`config.mk`:
```
export PLATFORM = sky130hd
export DESIGN_NAME = frag_splitter
export DESIGN_NICKNAME = d
export VERILOG_FILES = /design/src/rtl/frag_splitter.sv
export SDC_FILE = /design/constraint.sdc
export NUM_CORES = 1
export LEC_CHECK = 0
export CORE_MARGIN = 1.5
export CORE_UTILIZATION = 50
export DETAILED_ROUTE_END_ITERATION = 10
export GPL_ROUTABILITY_DRIVEN = 0
export PLACE_DENSITY = 0.8
export SYNTH_ARGS = -nofsm -noshare
export SYNTH_HDL_FRONTEND = slang
export SYNTH_SLANG_ARGS = --single-unit
```
`constraint.sdc`:
```
create_clock -name clk -period 15.1 [get_ports clk]
set_clock_uncertainty 0.2 [all_clocks]
set_input_delay 2.265 -clock clk [delete_from_list [all_inputs] [get_ports clk]]
set_output_delay 2.265 -clock clk [all_outputs]
set_load 0.02 [all_outputs]
```
`src/rtl/frag_splitter.sv`:
```
// Drains a packet from the byte FIFO in 1-4 byte reads and re-emits it as fragments of at most cfg_frag_len bytes.
// Define FRAG_HDR_EN to prefix each fragment with a header word; without it fragments are payload only.
module frag_splitter #(
  parameter int FRAG_W = 12,
  parameter int LEN_W  = 16
) (
  input  logic              clk,
  input  logic              rst,
  input  logic              pkt_start,
  input  logic [LEN_W-1:0]  pkt_len,
  input  logic [7:0]        pkt_id,
  input  logic [FRAG_W-1:0] cfg_frag_len,
  output logic              pkt_busy,
  output logic              cfg_err,
  input  logic [4:0]        fifo_index,
  input  logic [31:0]       fifo_dout,
  output logic              fifo_rd_en,
  output logic [3:0]        fifo_rd_bytes,
  output logic [31:0]       m_data,
  output logic [3:0]        m_keep,
  output logic              m_sof,
  output logic              m_eof,
  output logic              m_valid,
  input  logic              m_ready
);

  typedef enum logic [2:0] {IDLE, HDR, REQ, WAIT, OUT} state_t;

`ifdef FRAG_HDR_EN
  localparam state_t FRAG_ENTRY = HDR;
`else
  localparam state_t FRAG_ENTRY = REQ;
`endif

  state_t            state, state_nxt;
  logic [LEN_W-1:0]  pkt_rem, pkt_rem_dec;
  logic [FRAG_W-1:0] frag_rem, frag_rem_dec, cfg_q;
  logic [31:0]       data_q;
  logic [2:0]        n;
  logic              start_ok, rd_ok, out_done;

`ifdef FRAG_HDR_EN
  typedef struct packed {
    logic [7:0]  seq;
    logic        more;
    logic [2:0]  rsvd;
    logic [11:0] frag_len;
    logic [7:0]  id;
  } hdr_t;

  logic [7:0] seq, id_q;
  hdr_t       hdr;

  assign hdr = '{seq: seq, more: (pkt_rem > LEN_W'(cfg_q)), rsvd: 3'b000,
                 frag_len: 12'(frag_rem), id: id_q};
`else
  logic first_q;
  logic unused_pkt_id;

  assign unused_pkt_id = ^pkt_id;
`endif

  function automatic logic [FRAG_W-1:0] frag_min(input logic [LEN_W-1:0] rem,
                                                 input logic [FRAG_W-1:0] cfg);
    if (rem > LEN_W'(cfg)) return cfg;
    else return FRAG_W'(rem);
  endfunction

  assign n            = (frag_rem >= FRAG_W'(4)) ? 3'd4 : frag_rem[2:0];
  assign pkt_rem_dec  = pkt_rem - LEN_W'(n);
  assign frag_rem_dec = frag_rem - FRAG_W'(n);
  assign start_ok     = pkt_start && (pkt_len != '0) && (cfg_frag_len != '0);
  assign rd_ok        = fifo_index >= {2'b00, n};
  assign out_done     = (state == OUT) && m_ready;

  always_ff @(posedge clk or posedge rst) begin
    if (rst) state <= IDLE;
    else     state <= state_nxt;
  end

  always_comb begin
    state_nxt = state;
    unique case (state)
      IDLE: if (start_ok) state_nxt = FRAG_ENTRY;
`ifdef FRAG_HDR_EN
      HDR:  if (m_ready) state_nxt = REQ;
`endif
      REQ:  if (rd_ok) state_nxt = WAIT;
      WAIT: state_nxt = OUT;
      OUT: begin
        if (m_ready) begin
          if (frag_rem_dec != '0)     state_nxt = REQ;
          else if (pkt_rem_dec != '0) state_nxt = FRAG_ENTRY;
          else                        state_nxt = IDLE;
        end
      end
      default: state_nxt = IDLE;
    endcase
  end

  always_comb begin
    pkt_busy      = (state != IDLE);
    m_valid       = 1'b0;
    m_data        = '0;
    m_keep        = '0;
    m_sof         = 1'b0;
    m_eof         = 1'b0;
    fifo_rd_en    = 1'b0;
    fifo_rd_bytes = '0;
    unique case (state)
`ifdef FRAG_HDR_EN
      HDR: begin
        m_valid = 1'b1;
        m_data  = hdr;
        m_keep  = 4'hF;
        m_sof   = 1'b1;
      end
`endif
      REQ: begin
        if (rd_ok) begin
          fifo_rd_en    = 1'b1;
          fifo_rd_bytes = {1'b0, n};
        end
      end
      OUT: begin
        m_valid = 1'b1;
        m_data  = data_q;
        m_eof   = (frag_rem == FRAG_W'(n));
`ifndef FRAG_HDR_EN
        m_sof   = first_q;
`endif
        case (n)
          3'd1:    m_keep = 4'b1000;
          3'd2:    m_keep = 4'b1100;
          3'd3:    m_keep = 4'b1110;
          default: m_keep = 4'b1111;
        endcase
      end
      default: ;
    endcase
  end

  // frag_rem stays put from REQ through OUT, so n and m_keep are stable under backpressure
  always_ff @(posedge clk or posedge rst) begin
    if (rst) begin
      pkt_rem  <= '0;
      frag_rem <= '0;
      cfg_q    <= '0;
      data_q   <= '0;
      cfg_err  <= 1'b0;
`ifdef FRAG_HDR_EN
      seq      <= '0;
      id_q     <= '0;
`else
      first_q  <= 1'b0;
`endif
    end else begin
      cfg_err <= (state == IDLE) && pkt_start && !start_ok;
      if ((state == IDLE) && start_ok) begin
        pkt_rem  <= pkt_len;
        cfg_q    <= cfg_frag_len;
        frag_rem <= frag_min(pkt_len, cfg_frag_len);
`ifdef FRAG_HDR_EN
        seq      <= '0;
        id_q     <= pkt_id;
`else
        first_q  <= 1'b1;
`endif
      end
      if (state == WAIT) data_q <= fifo_dout;
      if (out_done) begin
        pkt_rem  <= pkt_rem_dec;
        frag_rem <= frag_rem_dec;
`ifndef FRAG_HDR_EN
        first_q  <= 1'b0;
`endif
        if ((frag_rem_dec == '0) && (pkt_rem_dec != '0)) begin
          frag_rem <= frag_min(pkt_rem_dec, cfg_q);
`ifdef FRAG_HDR_EN
          seq      <= seq + 8'd1;
`else
          first_q  <= 1'b1;
`endif
        end
      end
    end
  end

endmodule

```
Word level (Yosys, flattened, before mapping)
Index checks and enable logic that the tools add are counted.

storage, ports and cells
  bits in registers = 77
  bits of input ports = 77
  output and inout port bits = 46
  word-level logic and storage cells = 67

cells by class
  add/subtract/negate cells = 2
  $lt $le $gt $ge = 4
  equality and inequality tests = 10
  multiplexer cells = 27
  reductions and logical operators = 17

operators with widths
  operator                                                                count
  12-bit two-way mux                                                      5
  16-bit by 12-bit greater-than comparator with 1-bit output              2
  16-bit two-way mux                                                      2
  32-bit two-way mux                                                      1
  16-bit nonzero test                                                     2
  12-bit nonzero test                                                     2
  3-bit two-way mux                                                       6
  16-bit by 3-bit subtractor with 16-bit output                           1
  12-bit by 3-bit equality test with 1-bit output                         1
  3-bit by 2-bit equality test with 1-bit output, second input constant   4
  12-bit by 3-bit >= comparator with 1-bit output, second input constant  1
  12-bit logical NOT                                                      1
  3-bit case mux with 4 select lines                                      1
  12-bit by 3-bit subtractor with 12-bit output                           1
  3-bit case mux with 3 select lines                                      1
  1-bit two-way mux                                                       8
  1-bit logical AND                                                       7
  2-bit inequality test, second input constant                            3
  5-bit by 3-bit >= comparator with 1-bit output                          1
  2-bit two-way mux                                                       2
  4-bit two-way mux                                                       1
  3-bit by 1-bit equality test with 1-bit output, second input constant   1
  3-bit equality test, second input constant                              1
  3-bit logical NOT                                                       1
  other kinds (4)                                                         4

Depth between registers and ports, before layout
  word-level depth = 8
  depth in mapped cells = 23
  depth with buffers taken out = 20

Worst setup path before layout
Ideal clock, no wire load.

  path kind = input port to output port
  start point = input port fifo_index[0]
  end point = output port fifo_rd_bytes[0]
  arrival = 3.770 ns
  data required time = 12.635 ns
  slack = 8.865 ns
  stages on the path = 7
  path buffers = 0
  cells stage by stage = inv_1 > ha_1 > nand2b_1 > a21o_1 > a2111oi_0 > or4b_2 > nor2_1

on the way
  longest elaborated chain between the ends = 3

ends and longest elaborated chain
  what                                            line  text
  start, declared                                 15    input logic [4:0] fifo_index,
  5-bit by 3-bit >= comparator with 1-bit output  73    assign rd_ok = fifo_index >= {2'b00, n};
  3-bit two-way mux                               120   if (rd_ok) begin
  3-bit two-way mux                               110   unique case (state)
  end, declared                                   18    output logic [3:0] fifo_rd_bytes,

No other way between the ends.

Worst setup path in the final report
Ends and elaborated chain as after synthesis.

==> impl_metrics.ini <==
[worst_setup_path]
r2r_end = frag_rem[11]
worstRegToRegCells = 20
startpoint_type = primary input
reg2reg_setup_slack_ps = 8740
crit_chain = clkdlybuf4s50_1 > inv_1 > ha_1 > nand2b_1 > a21o_1 > a2111oi_0 > or4b_2 > nor2_1 > clkdlybuf4s50_1
crit_arrival_ps = 4800
slowest_stage = or4b_2
crit_path_end_kind = primary output
crit_path_frequent_cell = clkdlybuf4s50_1
required_ps = 12640
slowest_delay_ps = 720
crit_path_max_fanout = 5
rr_startpoint = frag_rem[8]
path_class = primary input to primary output

[cts]
cts_made_buffers = 9
clk_pin_slew_ps = 90
cts_root_buf = clkbuf_8
cts_tree = yes
cts.sinks = 77
holdBufCountCts = 0
cts_resized = 0
worstSkewPairLatency_ps = 350
cts_max_level = 3
cts_buffer_depth = 2
post_cts_buffers = 0

[detailed_routing]
vias_per_cell = 5.90
drtIter0Drc = 339
drt-wirelength-per-cell_um = 18.0
drc = 0
ant_nets = 0
vias = 4757
first_pass_iters = 5
wirelength_um = 14500

[sta]
rsz0062_at_grt = false
tightest_slew_ps = 961
finalHoldViolCount = 0
finalCritPeriodShare_pct = 48.1
setup_violations = 0
fin_crit_ps = 7260
fmax_ghz = 0.138
setup-tns-final_ps = 0
worst_slack_ps = 7840
maxSlewViolCount = 0
hold_ws_ps = 286
max-slew-margin-rel_pct = 35.4

[placement]
hpwlAfterDp_um = 10700
placed_cell_area_um2 = 6440
port-buffer-count = 113
place_ws_ps = 7820

[yosys]
avgSynthCellArea_um2 = 9.15
synth_edf_count = 0
synthAdderAreaFrac_pct = 7.78
ys_seq_area_share_pct = 36.7
synth-simple-area-share_pct = 20.8
synth_warnings = 0
synth-compound-area-share_pct = 15.0
synth.area.mux_share_pct = 11.6
synth-async-reset-ratio_pct = 100
synth_nets = 682
synth_top_family_by_area = simple AND/OR/NAND/NOR gates
ys_ff_latch = 77
synthXorXnorAreaFrac_pct = 1.84
synth_area_um2 = 5250
synth_top_flop_cell = dfrtp_1
ys_types = 61
syn-instance-count = 573

[floorplanning]
die_y_um = 105
die_area_um2 = 11100
coreArea_um2 = 10200
io_pins = 123
die_x_um = 105
floorplan.initialDensity_pct = 51.3
rows = 37

[run]
timing.max_cap.violations = 0

[power]
cellLeakagePower_nw = 2.83
max-vdd-ir-drop_uv = 81.0
total_power_mw = 1.17
p_per_area_nw_per_um2 = 177

[global_route]
grt_usage_pct = 26.7
antenna_found_initial = 0
grt_pass1_wl_um = 23400
grt_max_degree = 78
grt_pass1_vias = 4668
gr-total-overflow = 0

[hold_path]
hold_start = first_q
holdPathEnd = first_q
whs_path_depth = 1
holdCritPathClass = register to register

[layout]
drive_gt1_share_pct = 11.0
fin_nets = 774
multi_input_area_um2 = 3010
syn2layout_area_growth_pct = 26.2
antenna_cells = 0
post-route-cell-area_um2 = 6620
seq_area_um2 = 1930
fillers = 841

[status]
status = completed
-- layer usage --
layer  GRT usage [%]  routed length, um  up-vias
li1                -                  -     2244
met1            35.2               6220     2228
met2            42.4               6590      249
met3            6.12               1230       36
met4            10.7                445        0
met5               0                  0        -
-- metrics by stage --
stage	instances	util (%)
detailed placement	790	63.0
floorplan	573	-
CTS	806	64.7
finish	806	64.7
global placement	790	63.0
global route	806	64.7
-- report_power, final --
| group | internal (mW) | leakage, nW | switching [mW] | total, mW |
|---|---|---|---|---|
| logic | 0.294 | 1.85 | 0.337 | 0.631 |
| registers | 0.308 | 0.908 | 0.0904 | 0.398 |
| clock network | 0.0609 | 0.0755 | 0.0828 | 0.144 |
-- flip-flops by register name, indices dropped and copies added, names as in the netlist --
| register | flops |
|---|---|
| data_q | 32 |
| pkt_rem | 16 |
| cfg_q | 12 |
| frag_rem | 12 |
| state | 3 |
| cfg_err | 1 |
| first_q | 1 |
-- kinds of logic (layout without fill, tap and decap cells) --
group,count (synthesis),count (layout)
flops,77,77
other cells,2,2
fa+ha+maj,32,32
compound gates,117,117
buf+inv,79,176
xor+xnor,11,11
mux,56,56
simple gates,199,199
-- worst max-delay path by stage --
stage | start | to | slack [ps]
floorplan | fifo_index[0] | fifo_rd_bytes[0] | 8860
global placement | fifo_index[0] | fifo_rd_bytes[0] | 7820
detailed placement | fifo_index[0] | fifo_rd_bytes[0] | 7820
CTS | fifo_index[0] | fifo_rd_bytes[0] | 7810
global route | frag_rem[8] | fifo_rd_bytes[2] | 7560
finish | fifo_index[0] | fifo_rd_bytes[0] | 7840
-- critical path, delay by kind of cell --
family	cells	cell delay, ps
buffers and inverters	3	1130
and+or+nand+nor	3	940
adders and majority gates	1	250
AOI/OAI and AO/OA	2	200
-- cell usage in the layout (no fill, tap or decap), types with 4 or more instances in the layout --
master           count
o211ai_1             6
nand3_1              4
or4_1                6
a211oi_1            12
clkbuf_8             9
buf_4                7
and2_1              38
xor2_1               5
mux2_2              39
nor2_1              33
or3_1               10
dfrtp_1             77
xnor2_1              6
inv_1               39
a21oi_1             26
mux2i_1             17
and3_1               6
nor4_1              15
clkdlybuf4s50_1    113
nand2b_1             4
nor2b_1              4
nand2_1             41
a221o_1              9
o21ai_0             31
a22oi_1              4
nand4_1              8
ha_1                31
clkinvlp_4           4
nor3_1              14
-- cell usage after synthesis, types with 14 or more instances --
master | count | area share [%]
a21oi_1 | 26 | 2.5
and2_1 | 38 | 4.5
clkbuf_1 | 33 | 2.4
dfrtp_1 | 77 | 37
ha_1 | 31 | 7.4
inv_1 | 40 | 2.9
mux2_2 | 39 | 8.4
mux2i_1 | 17 | 3.2
nand2_1 | 41 | 2.9
nor2_1 | 33 | 2.4
nor3_1 | 14 | 1.3
nor4_1 | 15 | 1.8
o21ai_0 | 31 | 3.0
-- cell type report --
cell class / count / share of cell area [%]
multi-input cells: 417 / 45.5
well taps: 136 / 2.57
clock buffers: 10 / 1.93
clock inverters: 6 / 0.718
inverters: 40 / 2.27
repair buffers: 120 / 17.9
flip-flops and latches: 77 / 29.1
(Power assumes the default switching activity.)
